==> config.mk <==
export PLATFORM = sky130hd
export DESIGN_NAME = elevator_ctrl_n
export DESIGN_NICKNAME = d
export VERILOG_FILES = /design/src/rtl/elevator_ctrl_n.sv
export SDC_FILE = /design/constraint.sdc
export NUM_CORES = 1
export LEC_CHECK = 0
export CAP_MARGIN = 20
export CORE_ASPECT_RATIO = 0.7
export CORE_MARGIN = 2
export CORE_UTILIZATION = 35
export DETAILED_ROUTE_END_ITERATION = 6
export GPL_TIMING_DRIVEN = 0
export PLACE_DENSITY = 0.55
export SLEW_MARGIN = 20
export SYNTH_ARGS = -nofsm -noshare
export SYNTH_HDL_FRONTEND = slang
export SYNTH_SLANG_ARGS = --single-unit
==> constraint.sdc <==
create_clock -name clk -period 3 [get_ports clk]
set_input_delay 0.45 -clock clk [delete_from_list [all_inputs] [get_ports clk]]
set_output_delay 0.45 -clock clk [all_outputs]
set_load 0.01 [all_outputs]
==> src/rtl/elevator_ctrl_n.sv <==
// SCAN-scheduled elevator controller: latches car/hall requests, moves one floor
// per TRAVEL_CYC cycles, opens the door for DOOR_CYC cycles, and holds on stop.
module elevator_ctrl_n #(
    parameter int FLOORS     = 4,
    parameter int TRAVEL_CYC = 4,
    parameter int DOOR_CYC   = 3
) (
    input  logic                       clk,
    input  logic                       reset,
    input  logic [FLOORS-1:0]          intreq,
    input  logic [FLOORS-1:0]          extreq,
    input  logic                       stop,
    output logic [FLOORS-1:0]          open,
    output logic [$clog2(FLOORS)-1:0]  floor,
    output logic                       moving,
    output logic                       dir,
    output logic [FLOORS-1:0]          pending
);

    localparam int FW = $clog2(FLOORS);
    localparam int TW = (TRAVEL_CYC > 1) ? $clog2(TRAVEL_CYC) : 1;
    localparam int DW = (DOOR_CYC > 1) ? $clog2(DOOR_CYC) : 1;

    typedef enum logic [1:0] {ST_IDLE, ST_MOVE, ST_DOOR, ST_HALT} state_t;

    state_t             state_r;
    logic [TW-1:0]      travel_cnt_r;
    logic [DW-1:0]      door_cnt_r;

    logic [FLOORS-1:0]  req_s;
    logic [FW-1:0]      next_floor_s;
    logic               here_s;
    logic               above_s;
    logic               below_s;
    logic               nf_pend_s;
    logic               nf_ahead_s;
    logic               arrive_s;
    logic               door_done_s;

    function automatic logic any_above(input logic [FLOORS-1:0] p, input logic [FW-1:0] f);
        logic r;
        r = 1'b0;
        for (int i = 0; i < FLOORS; i++) r = r | (p[i] & (i > int'(f)));
        return r;
    endfunction

    function automatic logic any_below(input logic [FLOORS-1:0] p, input logic [FW-1:0] f);
        logic r;
        r = 1'b0;
        for (int i = 0; i < FLOORS; i++) r = r | (p[i] & (i < int'(f)));
        return r;
    endfunction

    function automatic logic [FLOORS-1:0] onehot(input logic [FW-1:0] f);
        return {{(FLOORS-1){1'b0}}, 1'b1} << f;
    endfunction

    // Next-floor and request-position decode; stepping is clamped to the shaft ends.
    always_comb begin
        req_s = intreq | extreq;
        if (dir && (floor != FW'(FLOORS-1))) begin
            next_floor_s = floor + 1'b1;
        end else if (!dir && (floor != '0)) begin
            next_floor_s = floor - 1'b1;
        end else begin
            next_floor_s = floor;
        end
        here_s      = pending[floor];
        above_s     = any_above(pending, floor);
        below_s     = any_below(pending, floor);
        nf_pend_s   = pending[next_floor_s];
        nf_ahead_s  = dir ? any_above(pending, next_floor_s) : any_below(pending, next_floor_s);
        arrive_s    = (travel_cnt_r == TW'(TRAVEL_CYC-1));
        door_done_s = (door_cnt_r == DW'(DOOR_CYC-1));
    end

    // Controller state machine with registered outputs.
    always_ff @(posedge clk) begin
        if (!reset) begin
            state_r      <= ST_IDLE;
            floor        <= '0;
            dir          <= 1'b1;
            pending      <= '0;
            open         <= '0;
            moving       <= 1'b0;
            travel_cnt_r <= '0;
            door_cnt_r   <= '0;
        end else begin
            pending <= pending | req_s;
            case (state_r)
                ST_IDLE: begin
                    if (stop) begin
                        state_r <= ST_IDLE;
                    end else if (here_s) begin
                        state_r    <= ST_DOOR;
                        open       <= onehot(floor);
                        door_cnt_r <= '0;
                        pending    <= (pending | req_s) & ~onehot(floor);
                    end else if (dir ? above_s : below_s) begin
                        state_r      <= ST_MOVE;
                        moving       <= 1'b1;
                        travel_cnt_r <= '0;
                    end else if (dir ? below_s : above_s) begin
                        state_r      <= ST_MOVE;
                        moving       <= 1'b1;
                        dir          <= ~dir;
                        travel_cnt_r <= '0;
                    end else begin
                        state_r <= ST_IDLE;
                    end
                end
                // Leaving HALT performs a normal travel step so a stop costs exactly its own length.
                ST_MOVE, ST_HALT: begin
                    if (stop) begin
                        state_r <= ST_HALT;
                        moving  <= 1'b0;
                    end else if (arrive_s) begin
                        floor        <= next_floor_s;
                        travel_cnt_r <= '0;
                        if (nf_pend_s) begin
                            state_r    <= ST_DOOR;
                            moving     <= 1'b0;
                            open       <= onehot(next_floor_s);
                            door_cnt_r <= '0;
                            pending    <= (pending | req_s) & ~onehot(next_floor_s);
                        end else if (nf_ahead_s) begin
                            state_r <= ST_MOVE;
                            moving  <= 1'b1;
                        end else begin
                            state_r <= ST_IDLE;
                            moving  <= 1'b0;
                        end
                    end else begin
                        state_r      <= ST_MOVE;
                        moving       <= 1'b1;
                        travel_cnt_r <= travel_cnt_r + 1'b1;
                    end
                end
                ST_DOOR: begin
                    pending <= (pending | req_s) & ~onehot(floor);
                    if (req_s[floor]) begin
                        door_cnt_r <= '0;
                    end else if (stop) begin
                        door_cnt_r <= door_cnt_r;
                    end else if (door_done_s) begin
                        state_r    <= ST_IDLE;
                        open       <= '0;
                        door_cnt_r <= '0;
                    end else begin
                        door_cnt_r <= door_cnt_r + 1'b1;
                    end
                end
                default: begin
                    state_r <= ST_IDLE;
                    open    <= '0;
                    moving  <= 1'b0;
                end
            endcase
        end
    end

endmodule

==> metrics.md, run 1 <==
| Metric | Value |
|---|---|
| Status | finished clean |
| Routability cong. | 0.917 |
| Syn avg cell area | a little under 8 µm² |
| DRC viols | 0 |
| Worst R2R Path Depth | 8 |
| Nets | a little over 200 |
| Skew final | about 0.0042 ns |
| Reg area | ~360 µm² |
| Buffers added on ports | 21 |
| Worst rel slew slack | between 50% and 60% |
| Seq cells post-synth | 18 |
| Cell Area, Synth | approximately 1300 µm² |
| Final WL | roughly 3.4 mm |
| Cts repair resizes | 0 |
| FP Rows | 18 |
| Die width | between 70 and 80 µm |
| TNS Setup | 0 ns |
| Synth area leader | dfxtp_1 |
| Router iterations before antenna repair | 4 |
| CTS tree | done |
| Post-DP HPWL | ~2.6 mm |
| RSZ-0062 raised after global routing | false |
| Fill cells | ~360 |
| Hold Vio Cnt, Final | 0 |
| Longest Clk Path Bufs | 2 |
| I/O pin cnt | 23 |
| Cts bufs inserted | 3 |
| Most numerous cell in the Yosys netlist | nand2_1 |
| Peak supply drop | 0.234 mV |
| Clk slew on worst S/H paths | about 0.08 ns |
| Area of the multi-input gates | 811 µm² |
| DRT iter0 DRCs | 60 |
| WP data required | 3.19 ns |
| Root buffer cell | clkbuf_8 |
| CP arrival | 2.72 ns |
| Crit Path Max Fanout | 11 |
| Vias in the first global route | approximately 1200 |
| Layout cells sized above 1 | under 10% |
| P&R area growth vs syn | 26.2% |
| Top-area cell type share of the netlist area | approximately 29% |
| DP Worst Slack | 0.484 ns |
| Startpoint type of the worst setup path | register |
| DR vias | approximately 1300 |
| Fin crit share | between 80 and 90% |
| Tmin final | ~2.5 ns |
| Core Area | 3470 µm² |
| HP Class | reg2reg |
| Synth Instances | 160 |
| Max Clk Rate | slightly below 400 MHz |
| Worst setup path category | reg2reg |
| Initial antenna violation count | 0 |
| Final Worst Setup Slack | ~0.47 ns |
| Total Routing Usage GR | 18.5% |
| Placed cell count | between 200 and 250 |
| Clk_lat worst skew | ~0.26 ns |
| Diodes inserted | 0 |
| CTS Hold Bufs | 0 |
| Synth warnings | 0 |
| Sequential share of the synthesized area | between 20 and 30% |
| Primary FF master, synth | dfxtp_1 |
| Die Span Y | around 54 µm |
| Pins Over Slew Limit | 0 |
| Starting Density | roughly 36% |
| Post-synth ARST share | 0% |
| TritonCTS Sinks | 18 |
| Vias per Instance | approximately 5.4 |
| Final setup vio count | 0 |
| Routed Antenna Nets | 0 |
| Post-Layout Cell Count | between 200 and 250 |
| # H-tree levels | 1 |
| Power Dens Cells | 386 nW/µm² |
| Die footprint | ~4000 µm² |
| Hold path depth | 2 |
| Leak | 0.000620 µW |
| Worst Setup End Kind | register |
| Largest net degree at the start of global routing | 12 |
| Top cells by count, synth | 23 x nand2_1, 18 x dfxtp_1, 13 x a21oi_1, 13 x inv_1, 11 x nor2_1 |
| Top cells by area, synth | dfxtp_1 29%, ha_1 7.0%, nand2_1 6.9%, a21oi_1 5.2%, mux2i_1 4.0% |
| Count of cell types in the netlist | 41 |
| Post-CTS Setup Repair Bufs | 0 |
| Max_cap viols | 0 |
| Congestion Overflow GR | 0 |
| Wire per inst | roughly 14 µm |
| Syn_nets | 178 |
| Worst-Margin Slew | ~0.60 ns |
| EDFF count, synth | 0 |
| First-pass GRT wire length | between 5 and 6 mm |
==> cell families after synthesis <==
kind of cell             synth area share, %
adder cells (fa/ha/maj)                 7.00
AO/OA/AOI/OAI                           25.6
buffers and inverters                   6.40
multiplexers                            5.80
flip-flops                              28.8
AND/OR/NAND/NOR                         22.9
XOR/XNOR                                3.50
==> worst max-delay path, stage by stage (launching register included) <==
cell      delay (ns)
dfxtp_1         0.57
inv_1           0.18
ha_1            0.32
and3b_1         0.20
or2_1           0.29
o211ai_2        0.21
nand2_1         0.13
o32ai_2         0.32
mux2i_1         0.23
==> power by group <==
part | total [µW] | leakage [µW] | switching (µW) | internal, µW
registers | 271 | 0.000147 | 18.0 | 253
clock network | 204 | 0.0000288 | 87.8 | 117
logic | 134 | 0.000444 | 72.0 | 62.0
==> metal layers <==
| metal | up-vias | global-route usage (%) | share of wire (%) |
|---|---|---|---|
| li1 | 624 | - | - |
| met1 | 590 | 25.8 | 49 |
| met2 | 37 | 28.8 | 44 |
| met3 | 8 | 5.43 | 6.2 |
| met4 | 0 | 3.22 | 1.4 |
| met5 | - | 0 | 0 |
==> area by class of cell <==
cell class	count	area share, %
tap	50	3.96
inverter	13	3.09
clock buffer	4	3.49
multi-input combinational	123	51.3
timing repair buffer	21	13.3
buffer	6	1.98
sequential	18	22.8
==> sequential cells by signal (all words and copies together), names as in the netlist <==
signal        count
dir               1
door_cnt_r        2
floor             2
moving            1
open              4
pending           4
state_r           2
travel_cnt_r      2
==> metrics by stage <==
step / power, µW / utilization [%] / hold WS, ns / instance area [µm²]
floorplan: 352 / - / 0.445 / 1250
global placement: 407 / 43.9 / 0.442 / 1520
detailed placement: 409 / 43.9 / 0.448 / 1520
CTS: 613 / 45.5 / 0.459 / 1580
global route: 643 / 45.5 / 0.477 / 1580
finish: 609 / 45.5 / 0.456 / 1580
==> layout by cell type, fill, tap and decap left out, types with 2 or more instances in the layout <==
master and n:
clkbuf_1 4, o32ai_2 2, nor2_1 11, nor4_1 2
dfxtp_1 18, mux2i_1 5, a21oi_1 13, a31oi_1 6
ha_1 7, nor4b_1 2, o31ai_1 4, clkdlybuf4s50_1 21
clkbuf_8 4, nor3_1 3, a221oi_1 2, xor2_1 2
nor2b_1 2, o21ai_0 10, nand3_1 6, inv_1 13
nand2_1 23, o211ai_2 2, xnor2_1 3
==> worst paths after layout <==
path | slack, ns | startpoint | endpoint
worst max-delay path | 0.47 | floor[1]$_SDFFE_PN0P_ | open[3]$_SDFFE_PN0P_
worst min-delay path | 0.46 | open[0]$_SDFFE_PN0P_ | open[0]$_SDFFE_PN0P_
worst max register to register | 0.47 | floor[1]$_SDFFE_PN0P_ | open[3]$_SDFFE_PN0P_
worst min register to register | 0.46 | open[0]$_SDFFE_PN0P_ | open[0]$_SDFFE_PN0P_
No activity file was read; power rests on OpenSTA's default activity.
==> run 2: changes to the inputs <==
--- a/config.mk
+++ b/config.mk
@@ -11,7 +11,7 @@
 export CORE_UTILIZATION = 35
 export DETAILED_ROUTE_END_ITERATION = 6
 export GPL_TIMING_DRIVEN = 0
-export PLACE_DENSITY = 0.55
+export PLACE_DENSITY = 0.57
 export SLEW_MARGIN = 20
 export SYNTH_ARGS = -nofsm -noshare
 export SYNTH_HDL_FRONTEND = slang
==> constraint.sdc (replaced) <==
create_clock -name clk -period 2.3 [get_ports clk]
set_input_delay 0.345 -clock clk [delete_from_list [all_inputs] [get_ports clk]]
set_output_delay 0.345 -clock clk [all_outputs]
set_load 0.01 [all_outputs]
==> metrics.md, run 2 (synthesized netlist as in run 1, its figures left out) <==
| Metric | Value |
|---|---|
| Hold Vio Cnt, Final | 0 (unchanged) |
| Clk_lat worst skew | 0.26 ns (about the same) |
| Startpoint type of the worst setup path | register (unchanged) |
| Cts bufs inserted | 3 (unchanged) |
| Fill cells | 352 (was 363) |
| Nets | 212 (was 204) |
| Most frequent cells in the layout | 22 x nand2_1, 21 x clkdlybuf4s50_1, 16 x dfxtp_1, 13 x a21oi_1, 12 x inv_1 (was 23 x nand2_1, 21 x clkdlybuf4s50_1, 18 x dfxtp_1, 13 x inv_1, 13 x a21oi_1) |
| Sequential power share | 45.9% (was 44.4%) |
| Vias per Instance | 5.44 (was 5.36) |
| Post-DP HPWL | 2.58 mm (was 2.63 mm) |
| Diodes inserted | 0 (unchanged) |
| CP arrival | 2.40 ns (was 2.72 ns) |
| P_int | 532 µW (was 431 µW) |
| Layout cells sized above 1 | 14.6% (was 6.49%) |
| WP data required | 2.47 ns (was 3.19 ns) |
| Fin crit share | 97.1% (was 84.3%) |
| Overall power | 765 µW (was 609 µW) |
| M2 GR Usage | 26.1% (was 28.8%) |
| DRT iter0 DRCs | 141 (was 60) |
| Routed Antenna Nets | 0 (unchanged) |
| Initial antenna violation count | 0 (unchanged) |
| CTS Hold Bufs | 0 (unchanged) |
| I/O pin cnt | 23 (unchanged) |
| CTS tree | done (unchanged) |
| Starting Density | 36.1% (unchanged) |
| Total Routing Usage GR | 18.8% (was 18.5%) |
| Max Clk Rate | 448 MHz (was 395 MHz) |
| Psw | 233 µW (was 178 µW) |
| Largest net degree at the start of global routing | 14 (was 12) |
| Leak | 0.000645 µW (was 0.000620 µW) |
| Final WL | 3.71 mm (was 3.40 mm) |
| Die width | 75.5 µm (unchanged) |
| Die Span Y | 54.0 µm (unchanged) |
| FP Rows | 18 (unchanged) |
| Final instance area | 1690 µm² (was 1580 µm²) |
| Tmin final | 2.23 ns (was 2.53 ns) |
| Max_cap viols | 0 (unchanged) |
| P&R area growth vs syn | 35.0% (was 26.2%) |
| Buffers added on ports | 21 (unchanged) |
| Crit Path Max Fanout | 5 (was 11) |
| Peak supply drop | 0.200 mV (was 0.234 mV) |
| Grt peak-use layer | met1 (was met2) |
| First-pass GRT wire length | 5.66 mm (was 5.63 mm) |
| Skew final | 0.00691 ns (was 0.00424 ns) |
| Pins Over Slew Limit | 0 (unchanged) |
| TritonCTS Sinks | 18 (unchanged) |
| Worst Setup End Kind | register (unchanged) |
| Hold slack | 0.458 ns (was 0.456 ns) |
| M1 GR Usage | 28.0% (was 25.8%) |
| Core Area | 3470 µm² (unchanged) |
| DR vias | 1317 (was 1259) |
| Cell Area, Placed | 1520 µm² (unchanged) |
| Clk network pwr share | 29.6% (was 33.6%) |
| Clk slew on worst S/H paths | 0.07 ns (was 0.08 ns) |
| DRC viols | 0 (unchanged) |
| Worst-Margin Slew | 0.545 ns (was 0.603 ns) |
| Die footprint | 4080 µm² (unchanged) |
| Root buffer cell | clkbuf_8 (unchanged) |
| Congestion Overflow GR | 0 (unchanged) |
| Longest Clk Path Bufs | 2 (unchanged) |
| Worst setup path category | reg2reg (unchanged) |
| Met3 Usage GRT | 3.93% (was 5.43%) |
| Largest registers | open: 4 flops, pending: 4 flops (unchanged) |
| Status | finished clean (unchanged) |
| Router iterations before antenna repair | 5 (was 4) |
| Vias in the first global route | 1143 (was 1198) |
| Final setup vio count | 0 (unchanged) |
| Power Dens Cells | 453 nW/µm² (was 386 nW/µm²) |
| # H-tree levels | 1 (unchanged) |
| Commonest non-fill, non-tap cell in the layout | nand2_1 (unchanged) |
| Worst rel slew slack | 63.4% (was 59.3%) |
| Wire per inst | 15.3 µm (was 14.5 µm) |
| Power share of the combinational group | 24.5% (was 22.0%) |
| HP Class | reg2reg (unchanged) |
| Routability cong. | 0.932 (was 0.917) |
| Switching share of power | 30.5% (was 29.2%) |
## run 2: cell count changes in the layout (fill, tap and decap cells not counted), moves of 2 or more
cell      change
dfxtp_1       -2
dfxtp_4       +2
o211ai_2      -2
buf_4         +9
o211ai_4      +2
## run 2: stage by stage
stage,setup slack (ns),utilization (%),instances,setup TNS (ns)
4_1_cts,0.0150,46.7,235,0
3_3_place_gp,-0.214,43.9,231,-1.52
3_5_place_dp,-0.285,43.9,231,-2.28
5_1_grt,-0.105,48.7,242,-0.196
6_report,0.0677,48.7,242,0
2_1_floorplan,0.0372,-,160,0
## run 2: power groups by stage
stage	logic (µW)	clock network [µW]	registers, µW
after floorplan	100	0	359
after global placement	170	0	360
after detailed placement	172	0	361
after CTS	183	234	352
after global routing	204	241	354
final	188	226	351
## run 2: critical path: stages (launching register included)
cell and delay (ns):
dfxtp_4 0.37, inv_1 0.16, ha_1 0.31, mux2i_2 0.16, xnor2_1 0.47, o211ai_4 0.16
nand2_2 0.13, a31oi_2 0.12, a221oi_1 0.26
## run 2: layer usage
| metal | vias to the layer above | wire (µm) |
|---|---|---|
| li1 | 639 | - |
| met1 | 615 | 1710 |
| met2 | 53 | 1620 |
| met3 | 10 | 288 |
| met4 | 0 | 90 |
| met5 | - | 0 |
## run 2: area by class of cell
class                           instances  area [µm²]  area share [%]
Buffer                                  5        20.0            1.19
Sequential cell                        18         368            21.8
Tap cell                               50        62.6            3.70
Inverter                               13        52.6            3.11
Clock buffer                            3        41.3            2.44
Timing Repair Buffer                   30         278            16.4
Multi-Input combinational cell        123         867            51.3
## run 2: final timing paths
path                          from                 endpoint  slack [ns]  cells past startpoint
min           open[0]$_SDFFE_PN0P_     open[0]$_SDFFE_PN0P_        0.46                      2
max          floor[1]$_SDFFE_PN0P_  state_r[0]$_SDFFE_PN0P_        0.07                      8
min reg2reg   open[0]$_SDFFE_PN0P_     open[0]$_SDFFE_PN0P_        0.46                      2
max reg2reg  floor[1]$_SDFFE_PN0P_  state_r[0]$_SDFFE_PN0P_        0.07                      8
## run 2: repair_timing
| item | in CTS | in global routing |
|---|---|---|
| pin swaps | 3 | 2 |
| endpoints found under the hold margin | 0 | 0 |
| setup endpoints to repair | 12 | 12 |
| setup buffers | 2 | 7 |
| resized for setup | 11 | 4 |
